## config.mk

```make
export PLATFORM = sky130hd
export DESIGN_NAME = clk_gen_multi_flat
export DESIGN_NICKNAME = d
export VERILOG_FILES = /design/src/rtl/clk_gen_multi_if.sv /design/src/rtl/clk_gen_multi.sv /design/src/flat_wrapper.sv
export SDC_FILE = /design/constraint.sdc
export NUM_CORES = 1
export LEC_CHECK = 0
export ABC_AREA = 1
export BUFFER_PORTS_ARGS = -buffer_cell sky130_fd_sc_hd__clkbuf_2
export CAP_MARGIN = 15
export CORE_MARGIN = 10
export CORE_UTILIZATION = 51
export DETAILED_ROUTE_END_ITERATION = 8
export GPL_TIMING_DRIVEN = 0
export HOLD_SLACK_MARGIN = 0.15
export PLACE_DENSITY = 0.71
export SETUP_SLACK_MARGIN = 0.5
export SLEW_MARGIN = 0
export SYNTH_ARGS = -nofsm -noshare
export SYNTH_HDL_FRONTEND = slang
export SYNTH_SLANG_ARGS = --single-unit
```

## constraint.sdc

```tcl
create_clock -name clk -period 1.9 [get_ports clk]
set_input_delay 0.475 -clock clk [delete_from_list [all_inputs] [get_ports clk]]
set_output_delay 0.475 -clock clk [all_outputs]
set_load 0.05 [all_outputs]
```

## src/rtl/clk_gen_multi_if.sv

```systemverilog
// Control and waveform bundle for the multi-channel clock generator.
// The controller (master) programs lengths/enables; the generator (slave) returns waveforms and strobes.
interface clk_gen_multi_if #(
   parameter int CH    = 4,
   parameter int CNT_W = 8
);
   logic [CH-1:0]       enable;
   logic [CH-1:0]       start_value;
   logic [CH*CNT_W-1:0] high_len;
   logic [CH*CNT_W-1:0] low_len;
   logic                sync;
   logic [CH-1:0]       clk_out;
   logic [CH-1:0]       rise_pulse;
   logic [CH-1:0]       fall_pulse;

   modport master (
      output enable, start_value, high_len, low_len, sync,
      input  clk_out, rise_pulse, fall_pulse
   );

   modport slave (
      input  enable, start_value, high_len, low_len, sync,
      output clk_out, rise_pulse, fall_pulse
   );
endinterface

```

## src/rtl/clk_gen_multi.sv

```systemverilog
// CH independent programmable divided-clock generators with a shared phase-align sync.
// Each channel is an IDLE/HIGH/LOW FSM with its own down-counter and latched lengths.
module clk_gen_chan #(
   parameter int CNT_W = 8
) (
   input  logic             clk,
   input  logic             rst_n,
   input  logic             enable,
   input  logic             start_value,
   input  logic             sync,
   input  logic [CNT_W-1:0] high_len,
   input  logic [CNT_W-1:0] low_len,
   output logic             clk_out,
   output logic             rise_pulse,
   output logic             fall_pulse
);
   typedef enum logic [1:0] {IDLE, HIGH, LOW} state_t;

   localparam logic [CNT_W-1:0] ONE = {{(CNT_W-1){1'b0}}, 1'b1};

   state_t           state_q, state_d;
   logic [CNT_W-1:0] cnt_q, cnt_d, hi_q, hi_d, lo_q, lo_d;
   logic             out_d, rise_d, fall_d;

   // A zero length behaves as one cycle, so the reload value is max(len,1)-1.
   function automatic logic [CNT_W-1:0] reload(input logic [CNT_W-1:0] len);
      return (len == '0) ? '0 : len - ONE;
   endfunction

   always_ff @(posedge clk or negedge rst_n) begin
      if (!rst_n) begin
         state_q    <= IDLE;
         cnt_q      <= '0;
         hi_q       <= '0;
         lo_q       <= '0;
         clk_out    <= 1'b0;
         rise_pulse <= 1'b0;
         fall_pulse <= 1'b0;
      end else begin
         state_q    <= state_d;
         cnt_q      <= cnt_d;
         hi_q       <= hi_d;
         lo_q       <= lo_d;
         clk_out    <= out_d;
         rise_pulse <= rise_d;
         fall_pulse <= fall_d;
      end
   end

   always_comb begin
      state_d = state_q;
      cnt_d   = cnt_q;
      hi_d    = hi_q;
      lo_d    = lo_q;
      out_d   = clk_out;
      rise_d  = 1'b0;
      fall_d  = 1'b0;
      if (!enable) begin
         state_d = IDLE;
         cnt_d   = '0;
         out_d   = 1'b0;
         fall_d  = clk_out;
      end else if (state_q == IDLE || sync) begin
         // Fresh start and sync restart are the same operation; strobes follow the level change.
         hi_d = high_len;
         lo_d = low_len;
         if (start_value) begin
            state_d = HIGH;
            cnt_d   = reload(high_len);
            out_d   = 1'b1;
            rise_d  = !clk_out;
         end else begin
            state_d = LOW;
            cnt_d   = reload(low_len);
            out_d   = 1'b0;
            fall_d  = clk_out;
         end
      end else begin
         case (state_q)
            HIGH: begin
               if (cnt_q != '0) begin
                  cnt_d = cnt_q - ONE;
               end else begin
                  state_d = LOW;
                  cnt_d   = reload(lo_q);
                  out_d   = 1'b0;
                  fall_d  = 1'b1;
               end
            end
            LOW: begin
               if (cnt_q != '0) begin
                  cnt_d = cnt_q - ONE;
               end else begin
                  // New lengths are only picked up at a period boundary.
                  hi_d    = high_len;
                  lo_d    = low_len;
                  state_d = HIGH;
                  cnt_d   = reload(high_len);
                  out_d   = 1'b1;
                  rise_d  = 1'b1;
               end
            end
            default: state_d = IDLE;
         endcase
      end
   end
endmodule

module clk_gen_multi #(
   parameter int CH    = 4,
   parameter int CNT_W = 8
) (
   input logic            clk,
   input logic            rst_n,
   clk_gen_multi_if.slave bus
);
   logic [CH-1:0] out_w, rise_w, fall_w;

   for (genvar i = 0; i < CH; i++) begin : g_ch
      clk_gen_chan #(.CNT_W(CNT_W)) u_ch (
         .clk         (clk),
         .rst_n       (rst_n),
         .enable      (bus.enable[i]),
         .start_value (bus.start_value[i]),
         .sync        (bus.sync),
         .high_len    (bus.high_len[i*CNT_W +: CNT_W]),
         .low_len     (bus.low_len[i*CNT_W +: CNT_W]),
         .clk_out     (out_w[i]),
         .rise_pulse  (rise_w[i]),
         .fall_pulse  (fall_w[i])
      );
   end

   assign bus.clk_out    = out_w;
   assign bus.rise_pulse = rise_w;
   assign bus.fall_pulse = fall_w;
endmodule

```

## src/flat_wrapper.sv

```systemverilog
// flat-port wrapper written by rule: the top's interface ports become plain ports
module clk_gen_multi_flat 
#(
   parameter int CH    = 4,
   parameter int CNT_W = 8
)
  (clk, rst_n, bus_enable, bus_start_value, bus_high_len, bus_low_len, bus_sync, bus_clk_out, bus_rise_pulse, bus_fall_pulse);
  clk_gen_multi_if #(.CH(CH), .CNT_W(CNT_W)) bus_i ();
  input logic clk;
  input logic rst_n;
  input wire logic [$bits(bus_i.enable)-1:0] bus_enable;
  input wire logic [$bits(bus_i.start_value)-1:0] bus_start_value;
  input wire logic [$bits(bus_i.high_len)-1:0] bus_high_len;
  input wire logic [$bits(bus_i.low_len)-1:0] bus_low_len;
  input wire logic [$bits(bus_i.sync)-1:0] bus_sync;
  output wire logic [$bits(bus_i.clk_out)-1:0] bus_clk_out;
  output wire logic [$bits(bus_i.rise_pulse)-1:0] bus_rise_pulse;
  output wire logic [$bits(bus_i.fall_pulse)-1:0] bus_fall_pulse;
  assign bus_i.enable = bus_enable;
  assign bus_i.start_value = bus_start_value;
  assign bus_i.high_len = bus_high_len;
  assign bus_i.low_len = bus_low_len;
  assign bus_i.sync = bus_sync;
  assign bus_clk_out = bus_i.clk_out;
  assign bus_rise_pulse = bus_i.rise_pulse;
  assign bus_fall_pulse = bus_i.fall_pulse;
  clk_gen_multi #(.CH(CH), .CNT_W(CNT_W)) u_core (.clk(clk), .rst_n(rst_n), .bus(bus_i));
endmodule
```

# Word-level counts from Yosys, hierarchy flattened
# Index checks and enable logic that the tools add are counted.
# Widths: inputs -> output; s select.
# word_totals
register_bits,84
in_bits,75
elab_cells,240
# op_classes
addsub,16
eq_ne,24
mux,132
reduce_logical,44
# op_table
cell,count
$mux 8,44
$sub 8x1->8 const B,16
$logic_not 8->1,12
$pmux 8 s2,4
$mux 1,56
$mux 2,20
$ne 4x4->1 const B,8
$reduce_bool 8->1,4
$reduce_and 3->1,8
$ne 4x1->1 const B,4
$pmux 2 s2,4
$eq 2x1->1 const B,4
$eq 2x2->1 const B,4
$logic_not 2->1,4
$ne 2x2->1 const B,4
$pmux 1 s2,4
$reduce_and 2->1,4
$reduce_bool 2->1,4
$logic_not 1->1,4
$logic_or 1x1->1,4

# Depth between registers and ports, before layout
# Gate-level depths: netlist of the first run.
# logic_depth
depth_word,6
depth_mapped,12
ltp_nobuf,12

# By module
# Synthesis of the first run repeated with hierarchy kept, for this count alone.
# unflattened
hier_cells,1228
hier_area_um2,8152.8
# by_module_without_submodules
module,instances,cells_per_inst,area_each_um2,seq_area_each_um2
clk_gen_chan (u_core.g_ch[1].u_ch ...),2,303,2082.0,525.5
clk_gen_chan (u_core.g_ch[0].u_ch),1,310,1998.2,525.5
clk_gen_chan (u_core.g_ch[3].u_ch),1,312,1990.7,525.5

# Worst setup path before layout of the first run
# No wires, ideal clock.
# synth_path
path_kind,reg2reg
start,register u_core.g_ch[2].u_ch.cnt_q[0]
end,register u_core.g_ch[2].u_ch.lo_q[7]
setup_time_ns,0.117
arrival_time_ns,1.480
required_ns,1.783
setup_slack_ns,0.303
stages_incl_launch_ff,10
period_less_slack_ns,1.597
cell_sequence,dfrtp_1 -> inv_1 -> ha_1 -> nor3b_1 -> nand2_4 -> nand2_4 -> nand3_4 -> buf_6 -> nand2_1 -> o21ai_2
# synth_between
elab_chain_len,3
# synth_rtl
element,line_no,rtl
start: declaration,clk_gen_multi.sv:22,"logic [CNT_W-1:0] cnt_q, cnt_d, hi_q, hi_d, lo_q, lo_d;"
start signal: assignment,clk_gen_multi.sv:41,cnt_q <= cnt_d;
$reduce_bool 8->1,clk_gen_multi.sv:91,if (cnt_q != '0) begin
$ne 2x2->1 (no line),-,
$reduce_and 3->1 (no line),-,
end signal: assignment,clk_gen_multi.sv:43,lo_q <= lo_d;
end: declaration,clk_gen_multi.sv:22,
# Every way passes these cells.
# A chain may end at the register's enable or synchronous reset.

# Final worst setup path of the first run
# layout_path
start,register u_core.g_ch[3].u_ch.clk_out
end,output bus_clk_out[3]
# layout_lines
element,line_no,rtl
start: declaration,clk_gen_multi.sv:13,"output logic clk_out,"
start signal: assignment,clk_gen_multi.sv:44,clk_out <= out_d;
end: declaration,flat_wrapper.sv:16,output wire logic [$bits(bus_i.clk_out)-1:0] bus_clk_out;
# No word-level cell between the ends.

==> results of run 1 <==
final cells by class:
cell class	count	area, µm²
Clock inverter	7	83.8
Tap cell	211	264
Timing Repair Buffer	231	2050
Multi-Input combinational cell	948	6410
Sequential cell	84	2110
Inverter	192	841
Clock buffer	9	225
Buffer	23	282
Fill cell	1002	2990
flip-flops by register name (all words and copies together) (netlist names):
| register | count |
|---|---|
| u_core.g_ch.u_ch.cnt_q | 32 |
| u_core.g_ch.u_ch.lo_q | 32 |
| u_core.g_ch.u_ch.state_q | 8 |
| u_core.g_ch.u_ch.clk_out | 4 |
| u_core.g_ch.u_ch.fall_pulse | 4 |
| u_core.g_ch.u_ch.rise_pulse | 4 |
synth_stat cells:
cell type,number,area [µm²]
nand2_2,3,18.8
o21ai_2,16,140
nand3_1,128,641
inv_1,181,679
nand4_1,30,188
o21a_1,1,7.51
or2_2,2,12.5
a21oi_1,50,250
nand4_4,1,21.3
dfrtp_1,84,2100
buf_4,15,113
or2_4,1,8.76
nor2_1,128,480
nor2_8,1,20.0
a21oi_2,4,35.0
buf_6,5,56.3
nor3_2,1,10.0
nand2_1,345,1290
xor2_1,19,166
buf_2,3,15.0
nor2_2,10,62.6
nor2_4,5,56.3
a211oi_1,1,7.51
nor3_1,11,55.1
xnor2_1,3,26.3
nand3b_1,4,30.0
o211ai_1,12,90.1
o2111ai_1,2,17.5
a21boi_0,1,7.51
ha_1,48,601
o21ai_0,77,385
nor4_4,1,21.3
nand3_4,1,17.5
inv_2,11,41.3
a31oi_1,4,25.0
o221ai_1,3,26.3
a22oi_1,1,7.51
and3_1,1,6.26
o21bai_1,2,15.0
o22ai_1,2,12.5
o21ai_1,14,70.1
nor3b_1,3,22.5
nand2_4,6,67.6
o31ai_1,3,22.5
power by group:
| group | internal, µW | switching [µW] | total, µW |
|---|---|---|---|
| clock network | 1040 | 825 | 1870 |
| logic | 2380 | 3050 | 5430 |
| registers | 2140 | 414 | 2550 |
final timing paths:
check	end	slack, ps	cells past startpoint
min	u_core.g_ch[0].u_ch.lo_q[1]$_DFFE_PN0P_	390	3
max in group asynchronous	u_core.g_ch[0].u_ch.lo_q[3]$_DFFE_PN0P_	720	3
min in group asynchronous	u_core.g_ch[3].u_ch.cnt_q[6]$_DFFE_PN0P_	590	2
max reg2reg	u_core.g_ch[3].u_ch.cnt_q[4]$_DFFE_PN0P_	190	11
min reg2reg	u_core.g_ch[2].u_ch.cnt_q[2]$_DFFE_PN0P_	480	2
max	bus_clk_out[3]	180	2
through the flow:
stage	util (%)	hold slack, ps	instance area [µm²]	setup WS [ps]	cells
after floorplan	-	179	8370	412	1244
after global placement	59.4	461	9060	-674	1541
after detailed placement	59.6	465	9090	-7.12	1542
after CTS	74.1	385	11300	257	1659
after global routing	80.4	402	12300	142	1705
final	80.4	394	12300	184	1705
worst max-delay path: stages, from the launching register on:
cell	delay (ps)
dfrtp_1	510
buf_4	160
clkbuf_4	210
layer usage:
layer	wire length [µm]	GRT usage, %	vias to the layer above
met3	1480	4.14	90
met5	0	0	-
met2	14000	41.8	363
li1	-	-	4540
met4	922	6.38	0
met1	11200	28.8	4373
placed cells by master, fill, tap and decap left out, types with 7 or more instances in the layout:
master | synthesis | final
a21oi_1 | 50 | 26
a21oi_2 | 4 | 24
buf_4 | 15 | 97
buf_6 | 5 | 52
buf_8 | 0 | 9
clkbuf_16 | 0 | 21
clkbuf_2 | 0 | 71
dfrtp_1 | 84 | 79
ha_1 | 48 | 24
ha_4 | 0 | 19
inv_1 | 181 | 118
inv_2 | 11 | 56
inv_4 | 0 | 8
nand2_1 | 345 | 280
nand2_2 | 3 | 36
nand2_4 | 6 | 31
nand2_8 | 0 | 8
nand3_1 | 128 | 101
nand3_2 | 0 | 22
nand4_1 | 30 | 30
nor2_1 | 128 | 77
nor2_2 | 10 | 31
nor2_4 | 5 | 37
nor3_1 | 11 | 7
o211ai_1 | 12 | 12
o21ai_0 | 77 | 42
o21ai_1 | 14 | 30
o21ai_2 | 16 | 32
xor2_1 | 19 | 19
cells by family (layout without fill, tap and decap cells):
family | count (synthesis) | in the layout | share of synthesized area, %
XOR/XNOR | 22 | 22 | 2.42
adder cells (fa/ha/maj) | 48 | 48 | 7.55
flip-flops | 84 | 84 | 26.4
AO/OA/AOI/OAI | 193 | 193 | 14.1
AND/OR/NAND/NOR | 682 | 685 | 38.1
buffers and inverters | 215 | 462 | 11.4
repair_timing:
| item | 4_1_cts | 5_1_grt |
|---|---|---|
| pin swaps | 88 | 96 |
| buffers inserted | 94 | 43 |
| resized for setup | 295 | 153 |
| cloned | 6 | 3 |
| hold endpoints to repair | 3 | 0 |
| hold buffers | 1 | 0 |
| setup endpoints to repair | 96 | 144 |
==> flow_summary_export.csv, run 1 <==
group,metric,value,unit
outcome,status,"finished clean",
worst_setup_path,critical_path_class,"register to output pin",
global_routing,grt-ovfl-total,0,
worst_hold_path,hold_class,"input pin to register",
drt,firstDrtPassIters,8,
power,power,9850,µW
timing,timing.fmax,583,MHz
worst_setup_path,endpoint_kind,"output pin",
cts,clkLatencyLatePin,360,ps
timing,worst_pin_slew,378,ps
global_routing,grt_max_degree,49,
logic_synthesis,yosysUniqueCellTypes,44,
logic_synthesis,synth_fp_nets,1367,
cts,cts_buffers,9,
cts,clk_transition_reported_paths,70,ps
drt,wl_per_cell,16.2,µm
floorplan,die_w,145,µm
worst_setup_path,cp_max_fo,4,
power,p_leak,0.00588,µW
timing,fin_crit_sh,90.3,%
final_layout,layout-drive-gt1-share,42.2,%
drt,vias_per_cell,5.49,
drt,ant_nets,0,
global_routing,grt_pass1_vias,8698,
logic_synthesis,syn_avg_cell_area,6.39,µm²
logic_synthesis,syn-cell-area,0.00795,mm²
power,power_density,803,mW/mm²
floorplan,core-area,0.0153,mm²
timing,slew_viol_final,0,
floorplan,die-height,145,µm
drt,drt-total-wl,27.6,mm
cts,cts-root-buf,"clkbuf_16",
cts,cts_tree,"yes",
floorplan,ios,87,
logic_synthesis,yosys_warnings,0,
floorplan,start_util,52.1,%
drt,drc,0,
global_routing,antenna_found_initial,0,
logic_synthesis,synth_seq_area_share,26.4,%
timing,setup_viol_count_final,0,
worst_setup_path,start_kind,"register",
power,irDropWorstVdd,0.000590,V
worst_setup_path,cp_data_required_time,1420,ps
run,cap_violations,0,
floorplan,die_area,0.0210,mm²
logic_synthesis,ys_ff_latch,84,
placement,port_buffers,86,
placement,place_hpwl,17.0,mm
cts,cts_num_sinks,84,
global_routing,groute.usage.overall,23.6,%
cts,htreeDepth,3,
placement,globalplace.congestion,0.894,
timing,hold_viol,0,
timing,finalClockSkew,7.87,ps
worst_setup_path,crit_path_start,"u_core.g_ch[3].u_ch.clk_out$_DFFE_PN0P_",
worst_setup_path,crit_arrival,1240,ps
drt,dr_total_vias,9366,
global_routing,grt_pass1_wl,40.7,mm
timing,setup_tns,0,ps
timing,rsz0062_at_grt,"true",
worst_setup_path,r2r-start,"u_core.g_ch[3].u_ch.state_q[1]$_DFFE_PN0P_",
final_layout,fin_nets,1612,
logic_synthesis,netlist_instances,1244,
worst_hold_path,worstHoldStart,"bus_low_len[1]",
timing,final.min_clock_period,1720,ps
floorplan,row_count,45,
drt,drt-initial-drc-count,752,
cts,clockBufferDepth,2,
final_layout,diodes,0,
timing,relSlewSlack,74.5,%
final_layout,area_growth,54.2,%
Power figures use the tool's default switching activity.
==> run 2: changes to the inputs <==
- SYNTH_HIERARCHICAL: not set -> 1
==> run 2 against run 1 <==
Fmax is 3.0% lower; clock-buffer cell count stayed put; clock skew is 0.58 ps higher; final area is 0.92% lower; worst hold slack worse by 8.5 ps; sequential power hardly changed; die area is 2.2% higher; synthesized cell count is 1.3% lower; global-route usage is 1.6 points lower; critical path type is now register to register.
==> flow_summary_export.csv, run 2 <==
group,metric,value,unit
drt,drt-total-wl,28.0,mm
logic_synthesis,ys_top_cells_by_count,"nand2_1, inv_1, nand3_1",
global_routing,top_usage_layer,"met2",
cts,cts_buffers,9,
timing,timing.fmax,565,MHz
timing,fin_crit_sh,93.2,%
worst_setup_path,endpoint_kind,"register",
global_routing,groute.usage.overall,22.0,%
final_layout,layout_top_registers,"u_core/g_ch.u_ch/cnt_q x32, u_core/g_ch.u_ch/lo_q x32, u_core/g_ch.u_ch/state_q x8",
final_layout,layout-drive-gt1-share,42.7,%
drt,dr_total_vias,9494,
logic_synthesis,synth_seq_area_share,25.8,%
logic_synthesis,synth_top_area_share,25.8,%
cts,htreeDepth,3,
outcome,status,"finished clean",
cts,clk_transition_reported_paths,70,ps
worst_setup_path,critical_path_class,"register to register",
global_routing,grt_max_degree,52,
final_layout,fillCellCount,1070,
run,cap_violations,0,
placement,place_hpwl,16.9,mm
global_routing,grtUsageMet1,27.2,%
power,irDropWorstVdd,0.000495,V
cts,cts_tree,"yes",
floorplan,die_area,0.0214,mm²
final_layout,area_growth,49.1,%
final_layout,layout_common_cells,"nand2_1, inv_1, nand3_1",
logic_synthesis,yosysUniqueCellTypes,40,
timing,rsz0062_at_grt,"true",
logic_synthesis,yosys_warnings,6,
cts,clkLatencyLatePin,360,ps
floorplan,start_util,51.7,%
floorplan,core-area,0.0158,mm²
global_routing,antenna_found_initial,0,
timing,setup_viol_count_final,0,
cts,clockBufferDepth,2,
global_routing,grt_pass1_vias,8635,
timing,final.min_clock_period,1770,ps
timing,worst_pin_slew,491,ps
logic_synthesis,yosysMostFrequentCell,"nand2_1",
cts,cts_num_sinks,84,
floorplan,row_count,46,
timing,hold_viol,0,
timing,setup_slack,130,ps
logic_synthesis,synth_fp_nets,1351,
final_layout,diodes,0,
drt,vias_per_cell,5.62,
floorplan,die-height,146,µm
floorplan,ios,87,
timing,finalClockSkew,8.45,ps
placement,port_buffers,86,
worst_setup_path,cp_max_fo,8,
final_layout,final_common_cell,"nand2_1",
logic_synthesis,yosys.area.top_type,"dfrtp_1",
placement,globalplace.congestion,0.895,
timing,setup_tns,0,ps
logic_synthesis,syn_avg_cell_area,6.64,µm²
worst_setup_path,start_kind,"register",
global_routing,met3_usage,2.84,%
worst_setup_path,crit_arrival,2070,ps
final_layout,fin_nets,1590,
logic_synthesis,netlist_instances,1228,
drt,ant_nets,0,
global_routing,use_met2,38.7,%
global_routing,grt_pass1_wl,40.1,mm
global_routing,grt-ovfl-total,0,
logic_synthesis,async_flop_share,100,%
logic_synthesis,ys.flop_type,"dfrtp_1",
power,p_leak,0.00577,µW
logic_synthesis,synthTopCellsByArea,"dfrtp_1, nand2_1, nand3_1",
power,power_density,849,mW/mm²
logic_synthesis,ys_ff_latch,84,
timing,slew_viol_final,0,
cts,cts-root-buf,"clkbuf_16",
drt,drt-initial-drc-count,850,
worst_hold_path,hold_class,"input pin to register",
logic_synthesis,syn-cell-area,0.00815,mm²
worst_setup_path,cp_data_required_time,2200,ps
drt,drc,0,
placement,post-place-ws,-115,ps
timing,relSlewSlack,67.3,%
logic_synthesis,synth_edf_count,0,
drt,firstDrtPassIters,8,
drt,wl_per_cell,16.6,µm
floorplan,die_w,146,µm
-- run 2: metal layers --
| metal | vias up | part of all wire [%] | routed length, µm |
|---|---|---|---|
| met3 | 115 | 5.8 | 1630 |
| li1 | 4503 | - | - |
| met5 | - | 0 | 0 |
| met1 | 4443 | 41 | 11400 |
| met2 | 433 | 50 | 13900 |
| met4 | 0 | 3.9 | 1090 |
-- run 2: cells by family (layout without fill, tap and decap cells) --
| group | count (synthesis) | count (layout) | synth area share [%] |
|---|---|---|---|
| AOI/OAI and AO/OA | 182 | 182 | 13.0 |
| xor gates and xnor gates | 28 | 28 | 3.01 |
| adders and majority gates | 48 | 48 | 7.37 |
| buffers and inverters | 206 | 448 | 10.5 |
| DFF | 84 | 84 | 25.8 |
| and+or+nand+nor | 680 | 682 | 40.4 |
-- run 2: critical path: stages, from the launching register on --
cell	delay (ps)
dfrtp_1	410
buf_6	130
ha_4	140
buf_6	130
nor2_4	270
nand2_1	150
nand3_1	170
o2111ai_2	180
nand2_1	120
-- run 2: power breakdown --
part	total (µW)	internal [µW]	switching [µW]
combinational	5650	2410	3240
clock	2140	1300	841
sequential	2530	2150	380
total	10300	5860	4460
-- run 2: path summary, 6_finish.rpt --
path	startpoint	cells after the start	endpoint	slack (ps)
hold / removal	bus_low_len[27]	3	u_core/g_ch[3].u_ch/lo_q[3]$_DFFE_PN0P_	390
max in group asynchronous	rst_n	3	u_core/g_ch[0].u_ch/cnt_q[5]$_DFFE_PN0P_	640
min in group asynchronous	rst_n	2	u_core/g_ch[1].u_ch/lo_q[7]$_DFFE_PN0P_	610
hold reg to reg	u_core/g_ch[1].u_ch/cnt_q[1]$_DFFE_PN0P_	2	u_core/g_ch[1].u_ch/cnt_q[1]$_DFFE_PN0P_	480
setup / recovery	u_core/g_ch[2].u_ch/state_q[1]$_DFFE_PN0P_	8	u_core/g_ch[2].u_ch/cnt_q[0]$_DFFE_PN0P_	130
setup reg to reg	u_core/g_ch[2].u_ch/state_q[1]$_DFFE_PN0P_	8	u_core/g_ch[2].u_ch/cnt_q[0]$_DFFE_PN0P_	130
-- run 2: final cells by class --
| class | instances | area, µm² | area share [%] |
|---|---|---|---|
| Buffer | 16 | 203 | 1.67 |
| Tap cell | 216 | 270 | 2.22 |
| Sequential cell | 84 | 2100 | 17.3 |
| Timing Repair Buffer | 226 | 1940 | 16.0 |
| Clock buffer | 9 | 225 | 1.85 |
| Inverter | 190 | 785 | 6.45 |
| Clock inverter | 7 | 121 | 0.999 |
| Multi-Input combinational cell | 940 | 6500 | 53.5 |
-- run 2: stage by stage --
step                cells  cell area [µm²]  util, %  hold slack, ps  total power (µW)
floorplan            1228             8330        -             179              5140
global placement     1530             9030     57.3             463              5920
detailed placement   1531             9060     57.5             466              5990
CTS                  1639            11000     69.9             375              9180
global route         1688            12200     77.1             401             10900
finish               1688            12200     77.1             385             10300
-- run 2: timing repair --
action                     4_1_cts  5_1_grt
gates resized for setup        219      188
gates cloned                     8        1
hold buffers                     1        0
setup endpoints to repair       96      123
setup buffers                   83       48
pin swaps                       78       87
hold endpoints to repair        33        0
